`config.mk`:
```
export PLATFORM = sky130hd
export DESIGN_NAME = flash_xip_cache
export DESIGN_NICKNAME = d
export VERILOG_FILES = /design/src/rtl/flash_cache_pkg.sv /design/src/rtl/flash_cache_mem.sv /design/src/rtl/flash_xip_cache.sv
export SDC_FILE = /design/constraint.sdc
export NUM_CORES = 1
export LEC_CHECK = 0
export BUFFER_PORTS_ARGS = -buffer_cell sky130_fd_sc_hd__clkbuf_2
export CAP_MARGIN = 20
export CORE_UTILIZATION = 55
export DETAILED_ROUTE_END_ITERATION = 10
export GPL_TIMING_DRIVEN = 0
export PLACE_DENSITY = 0.71
export SETUP_SLACK_MARGIN = 0.4
export SYNTH_ARGS = -nofsm -noshare
export SYNTH_HDL_FRONTEND = slang
export SYNTH_SLANG_ARGS = --single-unit
```
`constraint.sdc`:
```
create_clock -name clk -period 4.3 [get_ports clk]
set_input_delay 0.215 -clock clk [delete_from_list [all_inputs] [get_ports clk]]
set_output_delay 0.215 -clock clk [all_outputs]
set_load 0.05 [all_outputs]
```
`src/rtl/flash_cache_pkg.sv`:
```
// Shared types and default geometry for the flash execute-in-place read cache.
package flash_cache_pkg;

    localparam int unsigned ADDR_W        = 24;
    localparam int unsigned DEFAULT_LINES = 8;
    localparam int unsigned DEFAULT_WORDS = 4;
    localparam int unsigned OFFSET_W      = $clog2(DEFAULT_WORDS);
    localparam int unsigned INDEX_W       = $clog2(DEFAULT_LINES);
    localparam int unsigned TAG_W         = ADDR_W - 2 - OFFSET_W - INDEX_W;

    typedef enum logic [2:0] {
        StIdle,
        StLookup,
        StRefill,
        StRespond,
        StBypass
    } state_e;

endpackage

```
`src/rtl/flash_cache_mem.sv`:
```
// Direct-mapped tag/valid/data store: synchronous read, single write port.
module flash_cache_mem
    import flash_cache_pkg::*;
#(
    parameter int unsigned LINES = DEFAULT_LINES,
    parameter int unsigned WORDS = DEFAULT_WORDS,
    parameter int unsigned TAG_BITS = TAG_W
) (
    input  logic                     clk,
    input  logic                     rst,
    input  logic                     flush,
    input  logic [$clog2(LINES)-1:0] rd_index,
    input  logic [$clog2(WORDS)-1:0] rd_offset,
    output logic                     rd_valid,
    output logic [TAG_BITS-1:0]      rd_tag,
    output logic [31:0]              rd_data,
    input  logic                     we,
    input  logic                     tag_we,
    input  logic [$clog2(LINES)-1:0] wr_index,
    input  logic [$clog2(WORDS)-1:0] wr_offset,
    input  logic [31:0]              wr_data,
    input  logic [TAG_BITS-1:0]      wr_tag,
    input  logic                     wr_valid
);

    logic [31:0]         data_q [LINES*WORDS];
    logic [TAG_BITS-1:0] tag_q  [LINES];
    logic [LINES-1:0]    valid_q;

    always_ff @(posedge clk) begin
        if (we) begin
            data_q[{wr_index, wr_offset}] <= wr_data;
        end
        if (tag_we) begin
            tag_q[wr_index] <= wr_tag;
        end
        rd_data <= data_q[{rd_index, rd_offset}];
        rd_tag  <= tag_q[rd_index];
    end

    // Flush is applied after the tag write so it wins when both land together.
    always_ff @(posedge clk) begin
        if (rst) begin
            valid_q  <= '0;
            rd_valid <= 1'b0;
        end else begin
            if (tag_we) begin
                valid_q[wr_index] <= wr_valid;
            end
            if (flush) begin
                valid_q <= '0;
            end
            rd_valid <= valid_q[rd_index];
        end
    end

endmodule

```
`src/rtl/flash_xip_cache.sv`:
```
// Direct-mapped read cache between a CPU fetch port and a word-wide flash controller.
module flash_xip_cache
    import flash_cache_pkg::*;
#(
    parameter int unsigned LINES = DEFAULT_LINES,
    parameter int unsigned WORDS = DEFAULT_WORDS
) (
    input  logic              clk,
    input  logic              rst,
    input  logic              cache_en,
    input  logic              cache_flush,
    input  logic              cpu_valid,
    input  logic [ADDR_W-1:0] cpu_addr,
    output logic              cpu_ready,
    output logic [31:0]       cpu_rdata,
    output logic              flash_mem_valid,
    output logic [ADDR_W-1:0] flash_mem_addr,
    input  logic              flash_mem_ready,
    input  logic [31:0]       flash_mem_rdata
);

    localparam int unsigned OFF_BITS = $clog2(WORDS);
    localparam int unsigned IDX_BITS = $clog2(LINES);
    localparam int unsigned TAG_BITS = ADDR_W - 2 - OFF_BITS - IDX_BITS;
    localparam logic [OFF_BITS-1:0] LAST_WORD = OFF_BITS'(WORDS - 1);

    state_e              state_q, state_d;
    logic [ADDR_W-3:0]   waddr_q, waddr_d;
    logic [OFF_BITS-1:0] cnt_q, cnt_d;
    logic                fvalid_q, fvalid_d;
    logic [ADDR_W-1:0]   faddr_q, faddr_d;
    logic                ready_q, ready_d;
    logic [31:0]         rdata_q, rdata_d;
    logic [31:0]         resp_q, resp_d;
    logic                flushed_q, flushed_d;

    logic [OFF_BITS-1:0] req_off;
    logic [IDX_BITS-1:0] req_idx;
    logic [TAG_BITS-1:0] req_tag;
    logic                rd_valid;
    logic [TAG_BITS-1:0] rd_tag;
    logic [31:0]         rd_data;
    logic                mem_we, tag_we, hit;
    logic                unused_addr;

    assign unused_addr = ^cpu_addr[1:0];
    assign req_off = waddr_q[0 +: OFF_BITS];
    assign req_idx = waddr_q[OFF_BITS +: IDX_BITS];
    assign req_tag = waddr_q[OFF_BITS + IDX_BITS +: TAG_BITS];

    // The array is read with the live CPU address so its output is ready in LOOKUP.
    flash_cache_mem #(
        .LINES    (LINES),
        .WORDS    (WORDS),
        .TAG_BITS (TAG_BITS)
    ) u_mem (
        .clk       (clk),
        .rst       (rst),
        .flush     (cache_flush),
        .rd_index  (cpu_addr[2 + OFF_BITS +: IDX_BITS]),
        .rd_offset (cpu_addr[2 +: OFF_BITS]),
        .rd_valid  (rd_valid),
        .rd_tag    (rd_tag),
        .rd_data   (rd_data),
        .we        (mem_we),
        .tag_we    (tag_we),
        .wr_index  (req_idx),
        .wr_offset (cnt_q),
        .wr_data   (flash_mem_rdata),
        .wr_tag    (req_tag),
        .wr_valid  (!flushed_q)
    );

    // A flush in the lookup cycle invalidates the line being compared.
    assign hit = rd_valid && (rd_tag == req_tag) && !cache_flush;

    always_comb begin
        state_d   = state_q;
        waddr_d   = waddr_q;
        cnt_d     = cnt_q;
        fvalid_d  = fvalid_q;
        faddr_d   = faddr_q;
        ready_d   = 1'b0;
        rdata_d   = rdata_q;
        resp_d    = resp_q;
        flushed_d = flushed_q | cache_flush;
        mem_we    = 1'b0;
        tag_we    = 1'b0;
        unique case (state_q)
            StIdle: begin
                fvalid_d = 1'b0;
                if (cpu_valid && !ready_q && !cache_flush) begin
                    waddr_d = cpu_addr[ADDR_W-1:2];
                    if (cache_en) begin
                        state_d = StLookup;
                    end else begin
                        state_d  = StBypass;
                        fvalid_d = 1'b1;
                        faddr_d  = {cpu_addr[ADDR_W-1:2], 2'b00};
                    end
                end
            end
            StLookup: begin
                if (hit) begin
                    ready_d = 1'b1;
                    rdata_d = rd_data;
                    state_d = StIdle;
                end else begin
                    state_d   = StRefill;
                    cnt_d     = '0;
                    flushed_d = 1'b0;
                    fvalid_d  = 1'b1;
                    faddr_d   = {req_tag, req_idx, {OFF_BITS{1'b0}}, 2'b00};
                end
            end
            StRefill: begin
                if (fvalid_q) begin
                    if (flash_mem_ready) begin
                        mem_we   = 1'b1;
                        fvalid_d = 1'b0;
                        if (cnt_q == req_off) begin
                            resp_d = flash_mem_rdata;
                        end
                        if (cnt_q == LAST_WORD) begin
                            tag_we  = 1'b1;
                            state_d = StRespond;
                        end else begin
                            cnt_d = cnt_q + 1'b1;
                        end
                    end
                end else begin
                    fvalid_d = 1'b1;
                    faddr_d  = {req_tag, req_idx, cnt_q, 2'b00};
                end
            end
            StRespond: begin
                ready_d = 1'b1;
                rdata_d = resp_q;
                state_d = StIdle;
            end
            StBypass: begin
                if (flash_mem_ready) begin
                    fvalid_d = 1'b0;
                    ready_d  = 1'b1;
                    rdata_d  = flash_mem_rdata;
                    state_d  = StIdle;
                end
            end
            default: begin
                state_d  = StIdle;
                fvalid_d = 1'b0;
            end
        endcase
    end

    always_ff @(posedge clk) begin
        if (rst) begin
            state_q   <= StIdle;
            waddr_q   <= '0;
            cnt_q     <= '0;
            fvalid_q  <= 1'b0;
            faddr_q   <= '0;
            ready_q   <= 1'b0;
            rdata_q   <= '0;
            resp_q    <= '0;
            flushed_q <= 1'b0;
        end else begin
            state_q   <= state_d;
            waddr_q   <= waddr_d;
            cnt_q     <= cnt_d;
            fvalid_q  <= fvalid_d;
            faddr_q   <= faddr_d;
            ready_q   <= ready_d;
            rdata_q   <= rdata_d;
            resp_q    <= resp_d;
            flushed_q <= flushed_d;
        end
    end

    assign cpu_ready       = ready_q;
    assign cpu_rdata       = rdata_q;
    assign flash_mem_valid = fvalid_q;
    assign flash_mem_addr  = faddr_q;

endmodule

```
==> metrics.md <==
| Metric | Value |
|---|---|
| Vias | 26900 |
| Crit. End Element | flip-flop |
| Initial drt markers | 3541 |
| Port Buffer Count | 110 |
| Synth Flop Type | edfxtp_1 |
| Top cell type's share of synthesized area | 0.678 |
| Clock-pin slew on the worst setup and hold paths | 60 ps |
| Area Growth Syn to Fin | 15.0% |
| CTS Buf Count | 134 |
| Reg2reg start | state_q[1] |
| Outcome | finished, final reports clean |
| Initial antenna violation count | 3 |
| Post-synth EDFFs | 1160 |
| Worst Setup Path Type | reg -> reg |
| Crit path DAT | 3720 ps |
| Nets | 2922 |
| Most frequent cells in the layout | edfxtp_1 (1160), mux4_2 (356), dfxtp_1 (174), clkbuf_16 (138), nor2_1 (135) |
| CTS resizes | 0 |
| Largest net degree at the start of global routing | 35 |
| Height of the die | 308 um |
| Total GRT Usage | 0.275 |
| Worst path required time | 4720 ps |
| Worst R2R Setup Slack | 990 ps |
| Period utilisation layout | 0.769 |
| Fmax | 302 MHz |
| RSZ-0062 raised after global routing | false |
| Clock root buffer | clkbuf_16 |
| Hold Vio Cnt, Final | 0 |
| Final setup fails | 0 |
| Initial Util | 0.558 |
| Post-synthesis sequential area ratio | 0.746 |
| WHS Endpoint | state_q[0] |
| DP Worst Slack | 675 ps |
| Vias in the first global route | 27200 |
| Routed vias/inst | 6.39 |
| Max_slew headroom | 0.249 |
| Syn Inst Count | 2544 |
| Row count | 111 |
| Startpoint class of the critical path | flip-flop |
| WL per Instance | 30.4 um |
| Final GP Congestion | 0.892 |
| First-pass iteration count of the detailed router | 6 |
| Core Area | 92100 um^2 |
| Clock Latency Late Sink | 730 ps |
| Drc violations | 0 |
| Worst hold path type | in -> reg |
| Hold path depth | 4 |
| First-pass GRT wire length | 185000 um |
| Post-DP HPWL | 83900 um |
| Max stage delay on crit path | 870 ps |
| Min cycle time layout | 3310 ps |
| Unique masters post-synth | 42 |
| Ys Warns | 0 |
| Cell taking the most area after synthesis | edfxtp_1 |
| Sequential cell area | 38300 um^2 |
| ANT nets after route | 0 |
| Post-route cell area | 59100 um^2 |
| Critical path cell sequence | clkbuf_1 > nand2b_1 > nor3_1 > nand2_1 > nor2_4 > buf_12 |
| Top area cells in the synthesized netlist | edfxtp_1 (68%), mux4_2 (16%), dfxtp_1 (6.8%), mux2i_1 (1.7%), nor2_1 (1.3%) |
| GRT overflow | 0 |
| TritonCTS clock tree | yes |
| Chip width | 308 um |
| Cell with the largest stage delay on the worst path | nor2_4 |
| DP Area | 54600 um^2 |
| Number of fill cells in the layout | 6001 |
| Critical path peak fanout | 17 |
| Dpl cells | 3939 |
| Sink Count | 1334 |
| Syn Area/Cell | 20.2 um^2 |
| Async SR Flop Fraction | 0 |
| Slew of the pin with the lowest slew margin | 1130 ps |
| R2R depth | 6 |
| Routed wire length | 128000 um |
| Share of cells above drive strength 1 | 0.282 |
| Fin worst setup slack | 992 ps |
| Die ar. | 94600 um^2 |
| Deepest level of the CTS H-tree | 4 |
| Final setup skew | 32.9 ps |
| Final Max Tran Viols | 0 |
| Fin cells | 4204 |
| Worst vdd ir | 474 uV |
| Power Density | 459 nW/um^2 |
| Top Ports | 120 |
| LEAKAGE | 19.0 nW |
| Synth Register Bits | 1334 |
| Reg2reg end | u_mem.data_q[29][12] |
| Synthesized area | 51400 um^2 |
| Post-CTS setup-driven buffer insertion count | 0 |
| Clock Path Buffers | 3 |
| Multi-input gate area | 12600 um^2 |
| Hold Crit Start | cpu_valid |
| Commonest non-fill, non-tap cell in the layout | edfxtp_1 |
| Max Cap Viol | 0 |
==> cell type report <==
class | count | share of cell area
Inverter | 5 | 0.000318
Multi-Input combinational cell | 1048 | 0.213
Clock inverter | 48 | 0.00873
Antenna cell | 1 | 0.0000424
Timing Repair Buffer | 175 | 0.0273
Sequential cell | 1334 | 0.649
Clock buffer | 192 | 0.0634
Tap cell | 1243 | 0.0263
Buffer | 158 | 0.0124
==> cells by family (layout without fill, tap and decap cells) <==
| logic type | Yosys count | in the layout | share of synthesized area |
|---|---|---|---|
| other | 1 | 3 | 0.0000730 |
| AO/OA/AOI/OAI | 169 | 169 | 0.0210 |
| buffers and inverters | 163 | 578 | 0.0146 |
| AND/OR/NAND/NOR | 361 | 361 | 0.0305 |
| XOR/XNOR | 19 | 19 | 0.00324 |
| multiplexers | 493 | 493 | 0.184 |
| adder cells (fa/ha/maj) | 4 | 4 | 0.000974 |
| flip-flops | 1334 | 1334 | 0.746 |
==> critical path: cells and delay by family (launching register included) <==
family,cells,cell delay (ps)
simple gates,4,2090
buf+inv,2,560
flops,1,310
==> cell usage after synthesis, types with 4 or more instances <==
master	n
nand2_1	88
or3_1	4
nand2b_1	37
o22ai_1	34
buf_1	25
mux2_2	49
mux2i_1	88
a211oi_1	62
dfxtp_1	174
nor3_1	36
ha_1	4
xnor2_1	18
a21oi_1	29
nand4_1	4
clkbuf_1	86
mux4_2	356
o21ai_0	34
edfxtp_1	1160
buf_4	24
nor2_1	175
buf_2	20
==> worst max-delay path by stage <==
stage,from,end,slack [ps],depth (start not counted)
after floorplan,flash_mem_valid,u_mem.data_q[15][0],970,5
after global placement,state_q[1],u_mem.data_q[15][11],-900,6
after detailed placement,cpu_addr[3],u_mem.rd_data[3],670,6
after CTS,state_q[1],u_mem.data_q[9][11],1070,6
after global routing,state_q[1],u_mem.data_q[29][12],740,6
final,state_q[1],u_mem.data_q[29][12],990,6
==> per-layer routing <==
layer	routed length [um]	vias up	global-route usage
met1	49600	14000	0.373
met2	62400	1560	0.442
met3	11100	308	0.0555
met4	4650	2	0.107
li1	-	11000	-
met5	13	-	0
==> flip-flops by register name, indices dropped and copies added (netlist names) <==
name             cells
flash_mem_addr      22
resp_q              32
waddr_q             22
u_mem.rd_data       32
cnt_q                2
u_mem.data_q      1024
u_mem.valid_q        8
cpu_rdata           32
flash_mem_valid      1
u_mem.tag_q        136
cpu_ready            1
u_mem.rd_tag        17
flushed_q            1
u_mem.rd_valid       1
state_q              3
==> repair_timing <==
item	in CTS	in global routing
setup endpoints to repair	0	0
hold buffers	21	0
endpoints found under the hold margin	38	0
==> metrics by stage <==
stage	power (mW)	hold WS, ps	util	setup TNS (ps)
floorplan	15.4	314	-	0
global placement	15.9	465	0.581	-722110
detailed placement	16.0	467	0.592	0
CTS	27.2	16.4	0.641	0
global route	27.8	57.8	0.642	0
finish	27.1	38.2	0.642	0
==> power by group <==
group	internal [mW]	leakage [nW]	switching, mW
registers	14.1	11.9	0.0995
logic	0.585	4.98	0.925
clock network	6.57	2.08	4.81
No activity file was read; power rests on OpenSTA's default activity.
